**config.mk**
```make
export PLATFORM = sky130hd
export DESIGN_NAME = adc_sample_scheduler_flat
export DESIGN_NICKNAME = d
export VERILOG_FILES = /design/src/rtl/adc_sched_pkg.sv /design/src/rtl/adc_sample_scheduler_if.sv /design/src/rtl/adc_ch_select.sv /design/src/rtl/adc_sample_scheduler.sv /design/src/flat_wrapper.sv
export SDC_FILE = /design/constraint.sdc
export NUM_CORES = 1
export LEC_CHECK = 0
export ABC_AREA = 0
export CORE_MARGIN = 2
export CORE_UTILIZATION = 54
export DETAILED_ROUTE_END_ITERATION = 12
export GPL_TIMING_DRIVEN = 0
export PLACE_DENSITY = 0.81
export SYNTH_ARGS = -nofsm -noshare
export SYNTH_HDL_FRONTEND = slang
export SYNTH_SLANG_ARGS = --single-unit
```
**constraint.sdc**
```tcl
create_clock -name PCLK -period 3.44 [get_ports PCLK]
set_input_delay 0.688 -clock PCLK [delete_from_list [all_inputs] [get_ports PCLK]]
set_output_delay 0.688 -clock PCLK [all_outputs]
set_load 0.005 [all_outputs]
```
**src/rtl/adc_sched_pkg.sv**
```systemverilog
// Shared definitions for the ADC sample scheduler: register map, CTRL/STATUS
// bit positions and the scheduler FSM state encoding.
package adc_sched_pkg;

   typedef enum logic [2:0] {
      ST_IDLE      = 3'd0,
      ST_WAIT_TICK = 3'd1,
      ST_SELECT    = 3'd2,
      ST_TRIGGER   = 3'd3,
      ST_WAIT_DONE = 3'd4
   } state_e;

   localparam int unsigned OFF_CTRL    = 32'h000;
   localparam int unsigned OFF_PERIOD  = 32'h004;
   localparam int unsigned OFF_CH_MASK = 32'h008;
   localparam int unsigned OFF_STATUS  = 32'h00C;
   localparam int unsigned OFF_OVR_CNT = 32'h010;

   localparam int unsigned CTRL_EN      = 0;
   localparam int unsigned CTRL_ONESHOT = 1;
   localparam int unsigned CTRL_ERR_IE  = 2;
   localparam int unsigned CTRL_OVF_IE  = 3;
   localparam int unsigned CTRL_W       = 4;

   localparam int unsigned STS_BUSY      = 0;
   localparam int unsigned STS_CH_LSB    = 1;
   localparam int unsigned STS_ERR       = 4;
   localparam int unsigned STS_OVF       = 5;
   localparam int unsigned STS_STATE_LSB = 8;

   localparam int unsigned CH_W     = 3;
   localparam int unsigned PTR_W    = CH_W + 1;
   localparam int unsigned PERIOD_W = 24;
   localparam int unsigned OVR_W    = 16;

endpackage

```
**src/rtl/adc_sample_scheduler_if.sv**
```systemverilog
// APB slave bus bundle for the ADC sample scheduler register file.
interface adc_sample_scheduler_if #(
   parameter int unsigned ADDR_WIDTH = 12,
   parameter int unsigned DATA_WIDTH = 32
);
   logic                  PSEL;
   logic [ADDR_WIDTH-1:0] PADDR;
   logic                  PENABLE;
   logic                  PWRITE;
   logic [DATA_WIDTH-1:0] PWDATA;
   logic [DATA_WIDTH-1:0] PRDATA;
   logic                  PREADY;
   logic                  PSLVERR;

   modport master (
      output PSEL, PADDR, PENABLE, PWRITE, PWDATA,
      input  PRDATA, PREADY, PSLVERR
   );

   modport slave (
      input  PSEL, PADDR, PENABLE, PWRITE, PWDATA,
      output PRDATA, PREADY, PSLVERR
   );
endinterface

```
**src/rtl/adc_ch_select.sv**
```systemverilog
// Combinational channel picker: lowest enabled channel at or above the scan
// pointer; valid is low once the pointer has passed every enabled channel.
module adc_ch_select #(
   parameter int unsigned NUM_CH = 8,
   parameter int unsigned CH_W   = 3,
   parameter int unsigned PTR_W  = 4
) (
   input  logic [NUM_CH-1:0] mask,
   input  logic [PTR_W-1:0]  ptr,
   output logic [CH_W-1:0]   ch,
   output logic              valid
);

   always_comb begin
      valid = 1'b0;
      ch    = '0;
      for (int unsigned i = 0; i < NUM_CH; i++) begin
         if (!valid && mask[i] && (i >= 32'(ptr))) begin
            valid = 1'b1;
            ch    = CH_W'(i);
         end
      end
   end

endmodule

```
**src/rtl/adc_sample_scheduler.sv**
```systemverilog
// APB-programmed ADC scan scheduler: periodic rounds over the enabled channel
// mask, one conversion at a time, with done-timeout and FIFO-overflow tracking.
module adc_sample_scheduler
   import adc_sched_pkg::*;
#(
   parameter int unsigned ADDR_WIDTH   = 12,
   parameter int unsigned DATA_WIDTH   = 32,
   parameter int unsigned NUM_CH       = 8,
   parameter int unsigned DONE_TIMEOUT = 255
) (
   input  logic                   PCLK,
   input  logic                   PRESETn,
   adc_sample_scheduler_if.slave  apb,
   output logic                   adc_trigger,
   output logic [CH_W-1:0]        adc_channel,
   input  logic                   adc_done,
   input  logic                   fifo_full,
   output logic                   irq
);

   localparam int unsigned TO_W = $clog2(DONE_TIMEOUT + 1);
   localparam logic [TO_W-1:0] TO_LAST = TO_W'(DONE_TIMEOUT - 1);

   state_e                state_q, state_d;
   logic [CTRL_W-1:0]     ctrl_q, ctrl_d;
   logic [PERIOD_W-1:0]   period_q, period_d;
   logic [PERIOD_W-1:0]   cnt_q, cnt_d;
   logic [NUM_CH-1:0]     mask_q, mask_d;
   logic                  err_q, err_d;
   logic                  ovf_q, ovf_d;
   logic [OVR_W-1:0]      ovr_q, ovr_d;
   logic [PTR_W-1:0]      ptr_q, ptr_d, ptr_next;
   logic [CH_W-1:0]       ch_q, ch_d, sel_ch;
   logic [TO_W-1:0]       to_q, to_d;
   logic                  sel_valid;
   logic                  trig;
   logic                  en;
   logic                  wr_en, rd_en, mapped;
   logic                  hit_ctrl, hit_period, hit_mask, hit_status, hit_ovr;
   logic [DATA_WIDTH-1:0] rdata;
   logic                  unused_wdata;

   assign unused_wdata = ^apb.PWDATA;

   assign wr_en      = apb.PSEL & apb.PENABLE & apb.PWRITE;
   assign rd_en      = apb.PSEL & apb.PENABLE & ~apb.PWRITE;
   assign hit_ctrl   = (apb.PADDR == ADDR_WIDTH'(OFF_CTRL));
   assign hit_period = (apb.PADDR == ADDR_WIDTH'(OFF_PERIOD));
   assign hit_mask   = (apb.PADDR == ADDR_WIDTH'(OFF_CH_MASK));
   assign hit_status = (apb.PADDR == ADDR_WIDTH'(OFF_STATUS));
   assign hit_ovr    = (apb.PADDR == ADDR_WIDTH'(OFF_OVR_CNT));
   assign mapped     = hit_ctrl | hit_period | hit_mask | hit_status | hit_ovr;

   assign en       = ctrl_q[CTRL_EN];
   assign ptr_next = PTR_W'(ch_q) + PTR_W'(1);

   adc_ch_select #(
      .NUM_CH (NUM_CH),
      .CH_W   (CH_W),
      .PTR_W  (PTR_W)
   ) u_ch_select (
      .mask  (mask_q),
      .ptr   (ptr_q),
      .ch    (sel_ch),
      .valid (sel_valid)
   );

   always_comb begin
      state_d  = state_q;
      ctrl_d   = ctrl_q;
      period_d = period_q;
      cnt_d    = cnt_q;
      mask_d   = mask_q;
      err_d    = err_q;
      ovf_d    = ovf_q;
      ovr_d    = ovr_q;
      ptr_d    = ptr_q;
      ch_d     = ch_q;
      to_d     = to_q;
      trig     = 1'b0;

      if (wr_en) begin
         if (hit_ctrl)   ctrl_d   = apb.PWDATA[CTRL_W-1:0];
         if (hit_period) period_d = apb.PWDATA[PERIOD_W-1:0];
         if (hit_mask)   mask_d   = apb.PWDATA[NUM_CH-1:0];
         if (hit_ovr)    ovr_d    = '0;
         if (hit_status) begin
            if (apb.PWDATA[STS_ERR]) err_d = 1'b0;
            if (apb.PWDATA[STS_OVF]) ovf_d = 1'b0;
         end
      end

      // Hardware updates follow the software writes so that a coincident
      // set of err/ovf (or an OVR_CNT increment) takes priority.
      unique case (state_q)
         ST_IDLE: begin
            if (en && (mask_q != '0)) begin
               cnt_d   = period_q;
               state_d = ST_WAIT_TICK;
            end
         end
         ST_WAIT_TICK: begin
            if (!en) begin
               state_d = ST_IDLE;
            end else if (cnt_q == '0) begin
               ptr_d   = '0;
               state_d = ST_SELECT;
            end else begin
               cnt_d = cnt_q - PERIOD_W'(1);
            end
         end
         ST_SELECT: begin
            if (!en) begin
               state_d = ST_IDLE;
            end else if (sel_valid) begin
               ch_d    = sel_ch;
               state_d = ST_TRIGGER;
            end else if (ctrl_q[CTRL_ONESHOT]) begin
               ctrl_d[CTRL_EN] = 1'b0;
               state_d         = ST_IDLE;
            end else begin
               cnt_d   = period_q;
               state_d = ST_WAIT_TICK;
            end
         end
         ST_TRIGGER: begin
            if (!en) begin
               state_d = ST_IDLE;
            end else if (fifo_full) begin
               ovf_d = 1'b1;
               if (ovr_d != '1) ovr_d = ovr_d + OVR_W'(1);
               ptr_d   = ptr_next;
               state_d = ST_SELECT;
            end else begin
               trig    = 1'b1;
               to_d    = '0;
               state_d = ST_WAIT_DONE;
            end
         end
         ST_WAIT_DONE: begin
            if (adc_done || (to_q == TO_LAST)) begin
               if (!adc_done) err_d = 1'b1;
               ptr_d   = ptr_next;
               state_d = en ? ST_SELECT : ST_IDLE;
            end else begin
               to_d = to_q + TO_W'(1);
            end
         end
         default: state_d = ST_IDLE;
      endcase
   end

   always_ff @(posedge PCLK or negedge PRESETn) begin
      if (!PRESETn) begin
         state_q  <= ST_IDLE;
         ctrl_q   <= '0;
         period_q <= '0;
         cnt_q    <= '0;
         mask_q   <= '0;
         err_q    <= 1'b0;
         ovf_q    <= 1'b0;
         ovr_q    <= '0;
         ptr_q    <= '0;
         ch_q     <= '0;
         to_q     <= '0;
      end else begin
         state_q  <= state_d;
         ctrl_q   <= ctrl_d;
         period_q <= period_d;
         cnt_q    <= cnt_d;
         mask_q   <= mask_d;
         err_q    <= err_d;
         ovf_q    <= ovf_d;
         ovr_q    <= ovr_d;
         ptr_q    <= ptr_d;
         ch_q     <= ch_d;
         to_q     <= to_d;
      end
   end

   always_comb begin
      rdata = '0;
      if (hit_ctrl)   rdata[CTRL_W-1:0]   = ctrl_q;
      if (hit_period) rdata[PERIOD_W-1:0] = period_q;
      if (hit_mask)   rdata[NUM_CH-1:0]   = mask_q;
      if (hit_ovr)    rdata[OVR_W-1:0]    = ovr_q;
      if (hit_status) begin
         rdata[STS_BUSY]              = (state_q != ST_IDLE);
         rdata[STS_CH_LSB +: CH_W]    = ch_q;
         rdata[STS_ERR]               = err_q;
         rdata[STS_OVF]               = ovf_q;
         rdata[STS_STATE_LSB +: 3]    = state_q;
      end
   end

   assign apb.PRDATA  = rd_en ? rdata : '0;
   assign apb.PREADY  = 1'b1;
   assign apb.PSLVERR = apb.PSEL & apb.PENABLE & ~mapped;

   assign adc_trigger = trig;
   assign adc_channel = ch_q;
   assign irq = (err_q & ctrl_q[CTRL_ERR_IE]) | (ovf_q & ctrl_q[CTRL_OVF_IE]);

endmodule

```
**src/flat_wrapper.sv**
```systemverilog
// flat-port wrapper written by rule: the top's interface ports become plain ports
module adc_sample_scheduler_flat import adc_sched_pkg::*;
#(
   parameter int unsigned ADDR_WIDTH   = 12,
   parameter int unsigned DATA_WIDTH   = 32,
   parameter int unsigned NUM_CH       = 8,
   parameter int unsigned DONE_TIMEOUT = 255
)
  (PCLK, PRESETn, adc_trigger, adc_channel, adc_done, fifo_full, irq, apb_PSEL, apb_PADDR, apb_PENABLE, apb_PWRITE, apb_PWDATA, apb_PRDATA, apb_PREADY, apb_PSLVERR);
  adc_sample_scheduler_if #(.ADDR_WIDTH(ADDR_WIDTH), .DATA_WIDTH(DATA_WIDTH)) apb_i ();
  input  logic PCLK;
  input  logic PRESETn;
  output logic adc_trigger;
  output logic [CH_W-1:0] adc_channel;
  input  logic adc_done;
  input  logic fifo_full;
  output logic irq;
  input wire logic [$bits(apb_i.PSEL)-1:0] apb_PSEL;
  input wire logic [$bits(apb_i.PADDR)-1:0] apb_PADDR;
  input wire logic [$bits(apb_i.PENABLE)-1:0] apb_PENABLE;
  input wire logic [$bits(apb_i.PWRITE)-1:0] apb_PWRITE;
  input wire logic [$bits(apb_i.PWDATA)-1:0] apb_PWDATA;
  output wire logic [$bits(apb_i.PRDATA)-1:0] apb_PRDATA;
  output wire logic [$bits(apb_i.PREADY)-1:0] apb_PREADY;
  output wire logic [$bits(apb_i.PSLVERR)-1:0] apb_PSLVERR;
  assign apb_i.PSEL = apb_PSEL;
  assign apb_i.PADDR = apb_PADDR;
  assign apb_i.PENABLE = apb_PENABLE;
  assign apb_i.PWRITE = apb_PWRITE;
  assign apb_i.PWDATA = apb_PWDATA;
  assign apb_PRDATA = apb_i.PRDATA;
  assign apb_PREADY = apb_i.PREADY;
  assign apb_PSLVERR = apb_i.PSLVERR;
  adc_sample_scheduler #(.ADDR_WIDTH(ADDR_WIDTH), .DATA_WIDTH(DATA_WIDTH), .NUM_CH(NUM_CH), .DONE_TIMEOUT(DONE_TIMEOUT)) u_core (.PCLK(PCLK), .PRESETn(PRESETn), .apb(apb_i), .adc_trigger(adc_trigger), .adc_channel(adc_channel), .adc_done(adc_done), .fifo_full(fifo_full), .irq(irq));
endmodule
```
* Yosys cells after proc, flatten, opt, wreduce, memory -nomap -nowiden
Index checks and enable logic that the tools add are counted.
** Word-level totals
- Register bits after elaboration :: 96
- Input port bits :: 51
- Output and inout bits :: 39
- Logic and storage cells :: 177
** Operators by class
- $add $sub $neg :: 4
- $lt $le $gt $ge :: 8
- Equality and inequality tests :: 23
- Muxes and demuxes :: 77
- Bitwise operators :: 13
- Reduce and logical (&&, ||, !) cells :: 40
** Operators by type and width (number)
- $mux 24 :: 8
- $mux 16 :: 7
- $pmux 24 s3 :: 1
- $mux 3 :: 15
- $mux 8 :: 4
- $mux 1 :: 31
- $eq 12x4->1 const B :: 2
- $logic_not 24->1 :: 1
- $mux 4 :: 6
- $sub 24x1->24 const B :: 1
- $add 16x1->16 const B :: 1
- $ge 3x4->1 const A :: 4
- $logic_and 1x1->1 :: 16
- $ne 16x16->1 const B :: 1
- $pmux 8 s2 :: 1
- $pmux 3 s5 :: 1
- $eq 12x3->1 const B :: 1
- $eq 12x5->1 const B :: 1
- $logic_not 12->1 :: 1
- $ne 2x1->1 const B :: 6
- $ne 2x2->1 const B :: 6
- $pmux 4 s3 :: 1
- $reduce_bool 3->1 :: 3
- $add 8x1->8 const B :: 1
- other kinds (23) :: 45

* Logic depth before layout (Yosys ltp)
- Depth in word-level cells :: 34
- Mapped depth :: 12
- Gate-level depth less buffers :: 11

* By module
From an unflattened synthesis, not the netlist that was laid out.
** Unflattened totals
- Cells, all modules :: 590
- Area, all modules :: 5601.6 µm²
** By module, submodules not included
- adc_sample_scheduler :: instances 1, cells an instance 560, area each 5415.2 µm², sequential area each 2402.3 µm²
- adc_ch_select :: instances 1, cells an instance 30, area each 186.4 µm², sequential area each 0.0 µm²

* Worst setup path before layout
No wires, ideal clock.
- Kind :: input-to-output
- Start :: input port apb_PADDR[9]
- End :: output port apb_PRDATA[14]
- Data arrival time :: 2.312 ns
- Required time :: 2.752 ns
- Path slack :: 0.440 ns
- Stages :: 8
- Buffers on the path :: 2
- Cell sequence :: nor4_1 and3_1 buf_2 nand2b_1 nor3b_2 clkbuf_1 a22oi_1 nor2_1
** On the way
- Cells in the longest elaborated chain, start to end :: 4
- Elaborated cells between the ends (all ways) :: 5
- Those cells by class :: 2 x eq/ne; 3 x mux
** RTL lines
- start: declaration :: line flat_wrapper.sv:19 : input wire logic [$bits(apb_i.PADDR)-1:0] apb_PADDR;
- $eq 12x3->1 :: line adc_sample_scheduler.sv:48 : assign hit_period = (apb.PADDR == ADDR_WIDTH'(OFF_PERIOD));
- $mux 24 :: line adc_sample_scheduler.sv:184 : if (hit_period) rdata[PERIOD_W-1:0] = period_q;
- $mux 16 * :: line adc_sample_scheduler.sv:186 : if (hit_ovr) rdata[OVR_W-1:0] = ovr_q;
- $mux 24 * :: line adc_sample_scheduler.sv:196 : assign apb.PRDATA = rd_en ? rdata : '0;
- end: declaration :: line flat_wrapper.sv:23 : output wire logic [$bits(apb_i.PRDATA)-1:0] apb_PRDATA;
Mark *: on every way between the ends. The rest lies on a longest branch, timed or not.

* Final worst setup path
- Start :: input port apb_PADDR[1]
- End :: output port apb_PRDATA[11]
The elaborated chain is that of the path after synthesis.

==> results_dict.tcl <==
set metrics [dict create \
    end_kind "output pin" \
    synth_edf_count 0 \
    hp-class "in2async" \
    criticalPathCategory "in2out" \
    tritoncts.num_buffers 9 \
    final_common_cell "dfrtp_1" \
    p_per_area_mw_per_mm2 279 \
    grt_first_pass_wirelength_mm 27.7 \
    period_share 0.994 \
    drive_gt1_frac 0.182 \
    ys_types 69 \
    dpl_cell_area_mm2 0.00660 \
    drcViolationCount 0 \
    tightest_slew_ps 796 \
    htreeDepth 3 \
    viasPerCell 6.36 \
    p_sw_w 0.000473 \
    fillers 791 \
    root_buffer "clkbuf_8" \
    hold_viol 0 \
    grt_util_all_layers 0.311 \
    ioPinCount 90 \
    nets 788 \
    finalCriticalPeriod_ps 3420 \
    setup_viol 0 \
    p_leak_nw 3.27 \
    power_w 0.00195 \
    vdd_drop_max_v 0.000246 \
    antenna_found_initial 0 \
    drv_cap 0 \
    fin_worst_skew_ps 13.9 \
    status "complete, no violations" \
    cts_tree "done" \
    power_frac_seq 0.582 \
    postRouteWirelength_mm 17.1 \
    p_clk_frac 0.350 \
    fin_util 0.680 \
    clk_pin_slew_ps 90 \
    cts.sinks 96 \
    finalNonFillerCells 872 \
    core_mm2 0.0103 \
    wl_per_cell_um 19.6 \
    drt_iter0_drc 435 \
    fin_area_mm2 0.00699 \
    synthCells 622 \
    start_util 0.553 \
    slew_violations 0 \
    synth-seq-cells 96 \
    place_hpwl_mm 12.1 \
    grt_pass1_vias 5486 \
    syn-cell-area_mm2 0.00568 \
    globalplace.congestion 0.966 \
    grt_overflow_total 0 \
    portBuffers 70 \
    ys_seq_area_frac 0.423 \
    synth_area_per_cell_um2 9.13 \
    die_h_um 107 \
    comb_power_share 0.068 \
    vias 5547 \
    layout_common_cells "96 x dfrtp_1, 61 x nor2_1, 55 x a21oi_1, 50 x o21ai_0, 47 x nand2_1" \
    syn2layout_area_growth_pct 23.0 \
    relSlewSlack 0.462 \
    startpoint_type "input pin" \
    drt_first_pass_iters 6 \
    insertion_delay_ps 370 \
    fin_ws_ps 20.0 \
    synth-warning-count 0 \
    grt_start_max_net_pins 63 \
    ant_nets 0 \
    clock.fmax_mhz 292 \
    async_flop_share 1.00 \
    worstPathMaxFanout 5 \
    postCtsHoldBufs 0 \
    power.internal_w 0.00148 \
    die-area_mm2 0.0114 \
    rows 37 \
    die_x_um 107 \
    worstPathRequired_ps 2750 \
    worstPathArrival_ps 2730 \
    dp_slack_ps -863 \
    switching_share 0.243 \
    n_antenna_cell 0 \
    place_inst 836 \
    clock_path_buffers 2 \
    synthFlopType "dfrtp_1" \
]
[metrics by stage]
stage               hold WS, ps  setup TNS (ps)
floorplan                   392               0
global placement            493         -189960
detailed placement          504          -16630
CTS                         278               0
global route                294            -595
finish                      260               0
[final timing paths]
check | from | end | slack, ps | cells past startpoint
max | apb_PADDR[1] | apb_PRDATA[11] | 20 | 11
min | PRESETn | u_core.ctrl_q[3]$_DFFE_PN0P_ | 260 | 1
max reg2reg | u_core.cnt_q[0]$_DFFE_PN0P_ | u_core.state_q[0]$_DFFE_PN0P_ | 570 | 8
min reg2reg | u_core.cnt_q[23]$_DFFE_PN0P_ | u_core.cnt_q[23]$_DFFE_PN0P_ | 530 | 2
max in group asynchronous | PRESETn | u_core.state_q[0]$_DFFE_PN0P_ | 2510 | 2
min in group PCLK | u_core.cnt_q[23]$_DFFE_PN0P_ | u_core.cnt_q[23]$_DFFE_PN0P_ | 530 | 2
[state kept, by name, summed over array words and instances, names as in the netlist]
name	count
u_core.to_q	8
u_core.mask_q	8
u_core.ovf_q	1
u_core.period_q	24
u_core.ctrl_q	4
u_core.err_q	1
u_core.ptr_q	4
u_core.adc_channel	3
u_core.state_q	3
u_core.ovr_q	16
u_core.cnt_q	24
[per-layer routing]
| layer | vias up | track usage | share of wire |
|---|---|---|---|
| met1 | 2682 | 0.418 | 0.40 |
| met3 | 53 | 0.0540 | 0.089 |
| li1 | 2484 | - | - |
| met5 | - | 0 | 0 |
| met2 | 328 | 0.501 | 0.48 |
| met4 | 0 | 0.128 | 0.029 |
[cells in the mapped netlist (all sizes together), types with 3 or more instances]
cell     count  area share
buf         16       0.018
nand2b       6      0.0066
ha           5       0.011
and3        19       0.021
nand2       48       0.032
o21ai       52       0.046
and2         6      0.0066
a222oi       5      0.0088
o22ai        4      0.0044
nand4       10       0.011
nor4         7       0.014
mux2        37       0.073
nand3       24       0.021
o2bb2ai      3      0.0046
nor2        65       0.046
a31oi        6      0.0066
a22oi       11       0.015
xor2        15       0.023
or3          8      0.0090
a21oi       55       0.048
nor3        20       0.018
a22o         4      0.0062
nand4b       3      0.0046
a21o         4      0.0053
or4          6      0.0099
inv         11      0.0073
clkbuf      23       0.022
dfrtp       96        0.42
nor2b        5      0.0055
mux2i        5      0.0088
nor3b        6      0.0088
[critical path, stage by stage]
cell and delay, ps:
clkdlybuf4s50_1 440, nor3_2 170, and3_1 210, buf_6 120, nand2b_4 80, nor3b_4 290, buf_4 170, buf_4 100
a22oi_1 70, nor2_1 130, dlygate4sd2_1 250
[cell families after synthesis]
group | synth area share
AO/OA/AOI/OAI | 0.179
XOR/XNOR | 0.0247
adder cells (fa/ha/maj) | 0.0110
buffers and inverters | 0.0476
flip-flops | 0.423
multiplexers | 0.0822
other | 0.00132
AND/OR/NAND/NOR | 0.232
[final cells by class]
type                            instances  area, um^2  area share
Multi-Input combinational cell        483        3100       0.444
Sequential cell                        96        2400       0.344
Timing Repair Buffer                   93         851       0.122
Buffer                                 38         251      0.0360
Tap cell                              136         170      0.0244
Clock buffer                           13         149      0.0213
Inverter                               11        41.3     0.00591
Clock inverter                          2        16.3     0.00233
[repair_timing]
action                                  4_1_cts  5_1_grt
gates resized for setup                      75       14
pin swaps                                    10        4
buffers inserted                             18        4
endpoints found under the setup margin       25       31
endpoints found under the hold margin         0        0
gates cloned                                  1        0
[power by group through the flow]
stage / combinational, W / clock, W / sequential [W]
final: 0.000133 / 0.000683 / 0.00113
after global routing: 0.000145 / 0.000739 / 0.00114
after CTS: 0.000129 / 0.000692 / 0.00113
after detailed placement: 0.000125 / 0 / 0.00116
after global placement: 0.000119 / 0 / 0.00116
after floorplan: 0.0000374 / 0 / 0.00116
Power figures use the tool's default switching activity.
